<file path="config.mk">
export PLATFORM = sky130hd
export DESIGN_NAME = uart_tx
export DESIGN_NICKNAME = d
export VERILOG_FILES = /design/src/rtl/uart_pkg.sv /design/src/rtl/tx_bit_timer.sv /design/src/rtl/uart_tx.sv
export SDC_FILE = /design/constraint.sdc
export NUM_CORES = 1
export LEC_CHECK = 0
export CAP_MARGIN = 15
export CORE_ASPECT_RATIO = 0.8
export CORE_MARGIN = 2
export CORE_UTILIZATION = 30
export DETAILED_ROUTE_END_ITERATION = 6
export GPL_ROUTABILITY_DRIVEN = 0
export SYNTH_ARGS = -nofsm -noshare
export SYNTH_HDL_FRONTEND = slang
export SYNTH_SLANG_ARGS = --single-unit
</file>
<file path="constraint.sdc">
create_clock -name clk -period 1.98 [get_ports clk]
set_input_delay 0.396 -clock clk [delete_from_list [all_inputs] [get_ports clk]]
set_output_delay 0.396 -clock clk [all_outputs]
set_load 0.02 [all_outputs]
</file>
<file path="src/rtl/uart_pkg.sv">
// Shared UART definitions: FSM state encoding and frame constants,
// used by both the transmitter and the receiver.
package uart_pkg;

  typedef enum logic [1:0] {
    IDLE  = 2'd0,
    START = 2'd1,
    DATA  = 2'd2,
    STOP  = 2'd3
  } uart_state_e;

  localparam logic START_BIT  = 1'b0;
  localparam logic STOP_BIT   = 1'b1;
  localparam int   DATA_BITS  = 8;
  localparam int   FRAME_BITS = DATA_BITS + 2;

  // Index of the last data bit, sized for the 3-bit bit counter.
  function automatic logic [2:0] last_bit_idx();
    return 3'(DATA_BITS - 1);
  endfunction

endpackage

</file>
<file path="src/rtl/tx_bit_timer.sv">
// Bit-period timer: counts 0..CLKS_PER_BIT-1 while enabled and flags
// the final cycle of each bit; clear forces the count back to zero.
module tx_bit_timer #(
  parameter int CLKS_PER_BIT = 10
) (
  input  logic clk,
  input  logic n_rst,
  input  logic enable,
  input  logic clear,
  output logic bit_end
);

  localparam int CNT_W = (CLKS_PER_BIT > 1) ? $clog2(CLKS_PER_BIT) : 1;
  localparam logic [CNT_W-1:0] CNT_LAST = CNT_W'(CLKS_PER_BIT - 1);

  logic [CNT_W-1:0] count_reg;
  logic [CNT_W-1:0] count_next;

  always_comb begin
    count_next = count_reg;
    if (clear) begin
      count_next = '0;
    end else if (enable) begin
      count_next = (count_reg == CNT_LAST) ? '0 : count_reg + 1'b1;
    end
  end

  always_ff @(posedge clk or negedge n_rst) begin
    if (!n_rst) begin
      count_reg <= '0;
    end else begin
      count_reg <= count_next;
    end
  end

  assign bit_end = enable && !clear && (count_reg == CNT_LAST);

endmodule

</file>
<file path="src/rtl/uart_tx.sv">
// UART transmitter: 1 start bit, 8 data bits LSB first, 1 stop bit,
// each held CLKS_PER_BIT clocks; registered serial line and done pulse.
module uart_tx
  import uart_pkg::*;
#(
  parameter int CLKS_PER_BIT = 10
) (
  input  logic       clk,
  input  logic       n_rst,
  input  logic       tx_start,
  input  logic [7:0] tx_data,
  output logic       serial_out,
  output logic       tx_busy,
  output logic       tx_done
);

  uart_state_e state_reg;
  uart_state_e state_next;
  logic [7:0]  shift_reg;
  logic [7:0]  shift_next;
  logic [2:0]  bit_idx_reg;
  logic [2:0]  bit_idx_next;
  logic        serial_reg;
  logic        serial_next;
  logic        done_reg;
  logic        done_next;
  logic        bit_end;
  logic        timer_en;
  logic        timer_clr;

  // Timer runs for the whole frame and is held at zero while idle, so the
  // accept edge always starts a fresh bit period.
  assign timer_en  = (state_reg != IDLE);
  assign timer_clr = (state_reg == IDLE);

  tx_bit_timer #(
    .CLKS_PER_BIT(CLKS_PER_BIT)
  ) u_bit_timer (
    .clk    (clk),
    .n_rst  (n_rst),
    .enable (timer_en),
    .clear  (timer_clr),
    .bit_end(bit_end)
  );

  always_comb begin
    state_next   = state_reg;
    shift_next   = shift_reg;
    bit_idx_next = bit_idx_reg;
    serial_next  = serial_reg;
    done_next    = 1'b0;

    case (state_reg)
      IDLE: begin
        serial_next = STOP_BIT;
        if (tx_start) begin
          shift_next   = tx_data;
          bit_idx_next = '0;
          serial_next  = START_BIT;
          state_next   = START;
        end
      end

      START: begin
        if (bit_end) begin
          serial_next = shift_reg[0];
          state_next  = DATA;
        end
      end

      DATA: begin
        if (bit_end) begin
          if (bit_idx_reg == last_bit_idx()) begin
            serial_next = STOP_BIT;
            state_next  = STOP;
          end else begin
            // Present the next bit straight from the pre-shift value.
            shift_next   = {1'b0, shift_reg[7:1]};
            serial_next  = shift_reg[1];
            bit_idx_next = bit_idx_reg + 1'b1;
          end
        end
      end

      STOP: begin
        if (bit_end) begin
          serial_next = STOP_BIT;
          done_next   = 1'b1;
          state_next  = IDLE;
        end
      end

      default: begin
        serial_next = STOP_BIT;
        state_next  = IDLE;
      end
    endcase
  end

  always_ff @(posedge clk or negedge n_rst) begin
    if (!n_rst) begin
      state_reg   <= IDLE;
      shift_reg   <= 8'h00;
      bit_idx_reg <= '0;
      serial_reg  <= STOP_BIT;
      done_reg    <= 1'b0;
    end else begin
      state_reg   <= state_next;
      shift_reg   <= shift_next;
      bit_idx_reg <= bit_idx_next;
      serial_reg  <= serial_next;
      done_reg    <= done_next;
    end
  end

  assign serial_out = serial_reg;
  assign tx_done    = done_reg;
  assign tx_busy    = (state_reg != IDLE);

endmodule

</file>
==> results.yml <==
setup_path:
  r2r_end: "shift_reg[2]"
  path_max_fanout: 6
  path_class: "reg -> reg"
  worstSetupEndpoint: "shift_reg[2]"
  start_kind: "flop"
  r2r-start: "state_reg[0]"
  required_ns: 2.12
  worstSetupStartpoint: "state_reg[0]"
  cp-end-kind: "flop"
  arrival_ns: 1.97
  rrSetupSlack_ns: 0.15
  r2r_cells: 6
finish:
  nFillCells: 326
  final_area_mm2: 0.00133
  final_cells: 148
  largest_reg_flops: 8
  layout-drive-gt1-share_pct: 30.2
  area_delta_synth_final_pct: 22.6
  layout.nets: 127
  antennaDiodeCount: 0
power_and_ir_drop:
  peakVddDrop_mv: 0.584
  comb_power_share_pct: 49.4
  power_frac_seq_pct: 36.6
  sw_frac_of_total_pct: 34.2
  clkPwrFrac_pct: 14.0
  intPower_mw: 1.27
  p_leak_nw: 0.601
  powerDensity_mw_per_mm2: 1460
  p_sw_mw: 0.660
synthesis:
  yosys_warnings: 0
  synth-async-reset-ratio_pct: 100
  ys.flop_type: "dfrtp_1"
  synth-xor-area-share_pct: 0
  syn-cell-area_mm2: 0.00108
  synth_top_cell_area_share_pct: 41.7
  yosys.cell_count.top_type: "dfrtp_1"
  syn_nets: 107
  ys_seq_elements: 19
  synth_simple_gate_area_share_pct: 10.3
  synth_cells: 87
  syn_avg_cell_area_um2: 12.4
  synthMuxAreaShare_pct: 24.3
  synth_area_leaders: "dfrtp_1 42%, mux2_4 11%, ha_1 10%, mux2_2 10%, mux2i_1 2.8%"
  ys_types: 28
  synth_compound_area_share_pct: 6.60
  synthAdderAreaFrac_pct: 10.4
  synth_top_family_by_area: "multiplexers"
  synth_top_area_cell: "dfrtp_1"
  synth-edff-count: 0
  synthTopCellsByCount: "18 x dfrtp_1, 10 x mux2_2, 9 x ha_1"
  ys_seq_area_share_pct: 44.1
die:
  pin_count: 14
  core_mm2: 0.00345
  die_width_um: 71.1
  rows: 19
  dieArea_mm2: 0.00410
  die_y_um: 57.7
  start_util_pct: 31.4
drt:
  drtAntennaViolNets: 0
  drtPass1Iterations: 4
  wl_met3_um: 94
  wl_met1_um: 878
  wl_um: 1880
  viasPerCell: 4.64
  dr_wl_met2_um: 901
  num_vias: 686
  top_layer: "met4"
  drc: 0
  wl_per_cell_um: 12.7
  first_iter_violations: 8
placement:
  dp_hpwl_um: 1470
  portBuffers: 13
  place_inst: 144
  placed_area_mm2: 0.00128
sta:
  fin_skew_ns: 0.00138
  period_share_pct: 92.3
  setup-tns-final_ns: 0
  final.min_clock_period_ns: 1.83
  setup-violations-final: 0
  fmax_mhz: 547
  relSlewSlack_pct: 79.3
  hold_viol: 0
  rsz0062_at_grt: "no"
  worstMarginPinSlew_ns: 0.310
  report.final.slew_viol_count: 0
  whs_ns: 0.392
global_routing:
  grt_pass1_vias: 717
  grt-ovfl-total: 0
  antenna_found_initial: 0
  grt_usage_pct: 9.91
  grt_pass1_wl_um: 3190
  grt_start_max_net_pins: 14
clock_tree:
  clk-insertion-delay-late_ns: 0.25
  clockBufferDepth: 2
  cts.clk_slew.worst_paths_ns: 0.07
  cts-root-buf: "clkbuf_8"
  cts_hold_buf: 0
  cts.sinks: 19
  h-tree-depth: 1
  cts_made_buffers: 3
  tritoncts: "done"
flow_run:
  max_cap_violations: 0
outcome:
  status: "finished clean"
hold_path:
  worstHoldPathType: "in -> async"
cells by family (layout without fill, tap and decap cells):
| group | Yosys count | in the layout |
|---|---|---|
| simple gates | 18 | 18 |
| buf+inv | 10 | 29 |
| compound gates | 10 | 10 |
| fa+ha+maj | 9 | 9 |
| flops | 19 | 19 |
| mux | 21 | 21 |
power groups by stage:
stage / clock (mW) / sequential [mW] / combinational [mW]
2_1_floorplan: 0 / 0.692 / 0.735
3_3_place_gp: 0 / 0.710 / 0.938
3_5_place_dp: 0 / 0.717 / 0.966
4_1_cts: 0.283 / 0.711 / 0.965
5_1_grt: 0.302 / 0.731 / 1.06
6_report: 0.270 / 0.708 / 0.954
routing by layer:
metal	up-vias	track usage, %
li1	339	-
met4	0	0.809
met3	2	4.35
met2	21	17.0
met5	-	0
met1	324	12.2
area by class of cell:
class	instances	area, um^2	share of cell area, %
Inverter	7	26.3	1.98
Timing Repair Buffer	18	166	12.6
Tap cell	42	52.6	3.97
Sequential cell	19	477	36.0
Multi-Input combinational cell	58	558	42.1
Clock buffer	4	45.0	3.40
how the worst min path moves through the flow:
stage / depth (start not counted) / to / slack [ns]
floorplan: 0 / bit_idx_reg[0] / 0.10
global placement: 1 / u_bit_timer.count_reg[0] / 0.49
detailed placement: 1 / shift_reg[4] / 0.50
CTS: 1 / u_bit_timer.count_reg[1] / 0.40
global route: 1 / u_bit_timer.count_reg[1] / 0.41
finish: 1 / u_bit_timer.count_reg[1] / 0.39
layout by cell type (no fill, tap or decap), types with 2 or more instances in the layout:
cell	n
a21oi_1	2
buf_4	5
clkbuf_8	3
clkdlybuf4s50_1	12
dfrtp_1	18
ha_1	9
inv_1	7
mux2_2	10
mux2_4	8
mux2i_1	3
nand2_1	3
nor2_1	3
nor2b_1	3
nor3_1	3
o21ai_0	2
per-stage QoR:
stage                     util, %  total power, mW  setup WS (ns)
after CTS                    38.4             1.96          0.144
final                        38.4             1.93          0.153
after global placement       37.2             1.65          0.186
after global routing         38.4             2.09        0.00756
after detailed placement     37.2             1.68          0.155
after floorplan                 -             1.43          0.215
critical path, cell delays in order (launching register included):
cell and delay [ns]:
dfrtp_1 0.40, inv_1 0.13, ha_1 0.25, and4bb_4 0.23, a32o_2 0.23, buf_4 0.17
mux2_4 0.30
what timing repair did:
item / in CTS / in global routing
resized for setup: 1 / 0
endpoints found under the setup margin: 1 / 0
setup buffers: 0 / 0
Note: power is estimated with default switching activity, not from simulation.
